**src/rtl/sram_ctrl.sv**
```systemverilog
// ============================================================================
// sram_ctrl : valid/ready host front-end for a single-port synchronous SRAM
// Rev 1.0   : single-beat writes, wrapping incrementing read bursts
// ============================================================================
`default_nettype none

module sram_ctrl #(
  parameter int AW = 2,
  parameter int DW = 2,
  parameter int LW = 2
) (
  input  logic          clk,
  input  logic          rst,
  input  logic          req_valid,
  output logic          req_ready,
  input  logic          req_we,
  input  logic [AW-1:0] req_adr,
  input  logic [DW-1:0] req_wdata,
  input  logic [LW-1:0] req_len,
  output logic          rsp_valid,
  input  logic          rsp_ready,
  output logic [DW-1:0] rsp_rdata,
  output logic          rsp_last,
  output logic          wr_done,
  output logic          busy,
  output logic          mem_nWE,
  output logic [AW-1:0] mem_adr,
  output logic [DW-1:0] mem_din,
  input  logic [DW-1:0] mem_dout
);

  typedef enum logic [2:0] {
    IDLE   = 3'd0,
    WR     = 3'd1,
    RD_ADR = 3'd2,
    RD_CAP = 3'd3,
    RSP    = 3'd4
  } state_e;

  state_e        state_q, state_d;
  logic [AW-1:0] adr_q, adr_d;
  logic [DW-1:0] din_q, din_d;
  logic [DW-1:0] rdata_q, rdata_d;
  logic [LW-1:0] cnt_q, cnt_d;
  logic          wr_done_q, wr_done_d;

  always_ff @(posedge clk) begin
    if (rst) begin
      state_q   <= IDLE;
      adr_q     <= '0;
      din_q     <= '0;
      rdata_q   <= '0;
      cnt_q     <= '0;
      wr_done_q <= 1'b0;
    end else begin
      state_q   <= state_d;
      adr_q     <= adr_d;
      din_q     <= din_d;
      rdata_q   <= rdata_d;
      cnt_q     <= cnt_d;
      wr_done_q <= wr_done_d;
    end
  end

  always_comb begin
    state_d   = state_q;
    adr_d     = adr_q;
    din_d     = din_q;
    rdata_d   = rdata_q;
    cnt_d     = cnt_q;
    wr_done_d = 1'b0;
    case (state_q)
      IDLE: begin
        if (req_valid) begin
          adr_d   = req_adr;
          din_d   = req_wdata;
          cnt_d   = req_len;
          state_d = req_we ? WR : RD_ADR;
        end
      end
      WR: begin
        wr_done_d = 1'b1;
        state_d   = IDLE;
      end
      RD_ADR: state_d = RD_CAP;
      // SRAM output is registered, so data for adr_q is only visible now
      RD_CAP: begin
        rdata_d = mem_dout;
        state_d = RSP;
      end
      RSP: begin
        if (rsp_ready) begin
          if (cnt_q == '0) begin
            state_d = IDLE;
          end else begin
            cnt_d   = cnt_q - LW'(1);
            adr_d   = adr_q + AW'(1);
            state_d = RD_ADR;
          end
        end
      end
      default: state_d = IDLE;
    endcase
  end

  assign req_ready = (state_q == IDLE);
  assign busy      = (state_q != IDLE);
  assign mem_nWE   = (state_q != WR);
  assign mem_adr   = adr_q;
  assign mem_din   = din_q;
  assign rsp_valid = (state_q == RSP);
  assign rsp_rdata = rdata_q;
  assign rsp_last  = (state_q == RSP) && (cnt_q == '0);
  assign wr_done   = wr_done_q;

endmodule

`default_nettype wire

```
**config.mk**
```make
export PLATFORM = sky130hd
export DESIGN_NAME = sram_ctrl
export DESIGN_NICKNAME = d
export VERILOG_FILES = /design/src/rtl/sram_ctrl.sv
export SDC_FILE = /design/constraint.sdc
export NUM_CORES = 1
export LEC_CHECK = 0
export CORE_MARGIN = 4
export CORE_UTILIZATION = 35
export DETAILED_ROUTE_END_ITERATION = 12
export PLACE_DENSITY = 0.76
export SLEW_MARGIN = 15
export SYNTH_ARGS = -nofsm -noshare
export SYNTH_HDL_FRONTEND = slang
export SYNTH_SLANG_ARGS = --single-unit
export TNS_END_PERCENT = 50
```
**constraint.sdc**
```tcl
create_clock -name clk -period 1.9 [get_ports clk]
set_input_delay 0.38 -clock clk [delete_from_list [all_inputs] [get_ports clk]]
set_output_delay 0.38 -clock clk [all_outputs]
set_load 0.02 [all_outputs]
```
==> metrics.yaml <==
status: "completed"
rsz0062_at_grt: "false"
fin_skew_ns: 0.006961
start_util: 0.3685
dp_slack_ns: 0.1143
final_util: 0.5553
p_leak_nw: 0.3774
fin_nets: 114
syn_avg_cell_area_sq_um: 8.991
drt-wirelength-per-cell_microns: 12.08
gp_congestion: 0.7491
syn_to_final_growth_pct: 50.70
power.switching_mw: 0.1901
synthFlopType: "dfxtp_1"
ios: 25
syn_nets: 84
path_clk_slew_ns: 0.09
die-area_sq_um: 2541
whs_ns: 0.4688
numPortBuffers: 24
synth.area.top_cells: "dfxtp_1 (38%), mux2i_1 (4.8%), inv_1 (4.2%), a21oi_1 (4.0%), nand2_1 (3.0%)"
powerDensity_nw_per_um2: 699.5
yosys_warnings: 0
synth-seq-cells: 12
critPathKind: "flop to primary output"
worst_hold_path_type: "flop to flop"
post_cts_buffers: 0
hold_viol_final: 0
core_sq_um: 1708
clockBufferDepth: 2
finalSetupViolations: 0
netlist.area_leader.share: 0.3817
fp.dieW_microns: 50.41
slowest_stage: "or3b_2"
hold_start: "mem_din[0]"
fin_setup_tns_ns: 0
grt-ovfl-total: 0
synth_top_area_cell: "dfxtp_1"
dr.pass1.iters: 4
hold-path-endpoint: "mem_din[0]"
drt_drc_violations_left: 0
h-tree-depth: 1
clkPwrFrac: 0.322
antenna_cells: 0
syn_area_sq_um: 629.4
regArea_sq_um: 241.5
synth_edf_count: 0
synth.distinct_cells: 31
cts_tree: "yes"
end_kind: "primary output"
ys_seq_area_frac: 0.3817
grt_pass1_vias: 595
nFillCells: 155
cts_made_buffers: 3
drt_iter0_drc: 6
seq_power_share: 0.423
r2r_slack_ns: 0.43
ff2ff_path_depth: 4
synth-async-reset-ratio: 0
final_max_slew_viol_count: 0
cts_root_buffer: "clkbuf_4"
slowest_delay_ns: 0.46
combPwrFrac: 0.255
relSlewSlack: 0.6614
tightest_slew_ns: 0.5063
rows: 15
grt_first_pass_wirelength_mm: 2.415
cp_max_fo: 5
regToRegEndpoint: "cnt_q[0]"
min_period_ns: 1.831
worst_ep_required_time_ns: 1.52
cts_resized: 4
r2r-start: "state_q[2]"
track_usage: 0.1266
avgViaCountPerCell: 4.911
worstSkewPairLatency_ns: 0.28
synth_common_cells: "dfxtp_1 (12), inv_1 (7), a21oi_1 (5), nand2_1 (5), nor2_1 (5)"
p_int_mw: 0.4734
switching_share: 0.2865
critPathLaunchType: "flop"
dp_hpwl_mm: 1.156
netlist_instances: 70
multiInputGateArea_sq_um: 332.8
path_cells: "or3b_2 -> dlygate4sd2_1"
drive_above_1_share: 0.1717
cts_hold_buffers: 0
antenna_left: 0
fin_crit_sh: 0.9639
num_vias: 609
fin_ws_ns: 0.06867
min_path_cells: 2
grt_max_degree: 15
antenna_found_initial: 0
clock_sinks: 12
routed_wl_mm: 1.498
yosysMostFrequentCell: "dfxtp_1"
maxCapViolCount: 0
die_h_microns: 50.41
fmax_mhz: 546.1
arrival_ns: 1.45
ir_drop_mv: 0.3659
through the flow:
| step | cells | cell area [sq um] | power [mW] |
|---|---|---|---|
| after global placement | 120 | 910.9 | 0.4539 |
| after detailed placement | 120 | 910.9 | 0.4585 |
| after global routing | 124 | 948.4 | 0.6925 |
| after floorplan | 70 | 629.4 | 0.3786 |
| final | 124 | 948.4 | 0.6634 |
| after CTS | 124 | 942.2 | 0.6695 |
power by group through the flow:
| stage | Sequential, mW | Clock [mW] | Combinational, mW |
|---|---|---|---|
| floorplan | 0.291 | 0 | 0.0874 |
| detailed placement | 0.286 | 0 | 0.173 |
| global route | 0.284 | 0.225 | 0.184 |
| finish | 0.281 | 0.214 | 0.169 |
| CTS | 0.280 | 0.220 | 0.170 |
| global placement | 0.285 | 0 | 0.169 |
worst max-delay path by stage:
stage                          start      end  slack, ns  cells past startpoint
after global routing      state_q[2]     busy      0.003                      3
after CTS                 state_q[0]  mem_nWE       0.02                      2
after floorplan           state_q[2]     busy       0.27                      3
after global placement    state_q[0]  mem_nWE       0.13                      2
after detailed placement  state_q[0]  mem_nWE       0.11                      2
final                     state_q[0]  mem_nWE       0.07                      2
layer usage:
metal  vias up  wire [microns]  track usage
met1       276             630       0.1421
met4         0              27      0.06726
met5         -               0            0
met2        18             742       0.2174
li1        311               -            -
met3         4              97      0.03264
cells by family (layout without fill, tap and decap cells):
group,after synthesis,after routing,synth area share
simple gates,24,24,0.2406
compound gates,18,18,0.2127
flops,12,12,0.3817
buf+inv,12,41,0.09740
mux,3,3,0.04772
fa+ha+maj,1,1,0.01988
cell type report:
| type | count | area share |
|---|---|---|
| Clock buffer | 4 | 0.03826 |
| Multi-Input combinational cell | 46 | 0.3509 |
| Inverter | 7 | 0.02770 |
| Timing Repair Buffer | 30 | 0.2955 |
| Tap cell | 25 | 0.03298 |
| Sequential cell | 12 | 0.2546 |
cell usage in the layout, fill, tap and decap left out, types with 3 or more instances in the layout:
cell type,n
dfxtp_1,11
nand2b_1,3
nor2_1,5
buf_4,6
inv_1,7
dlygate4sd2_1,4
mux2i_1,3
clkbuf_4,3
nand2_1,5
clkdlybuf4s50_1,20
a21oi_1,5
registers in the layout (all words and copies together), names as in the netlist:
signal and flops:
cnt_q 2, mem_adr 2, mem_din 2, state_q 3
wr_done 1, rsp_rdata 2
worst max-delay path: cells and delay by family (launching register included):
kind	cells	cell delay [ns]
flops	1	0.38
buf+inv	1	0.33
simple gates	1	0.46
Power figures use the tool's default switching activity.
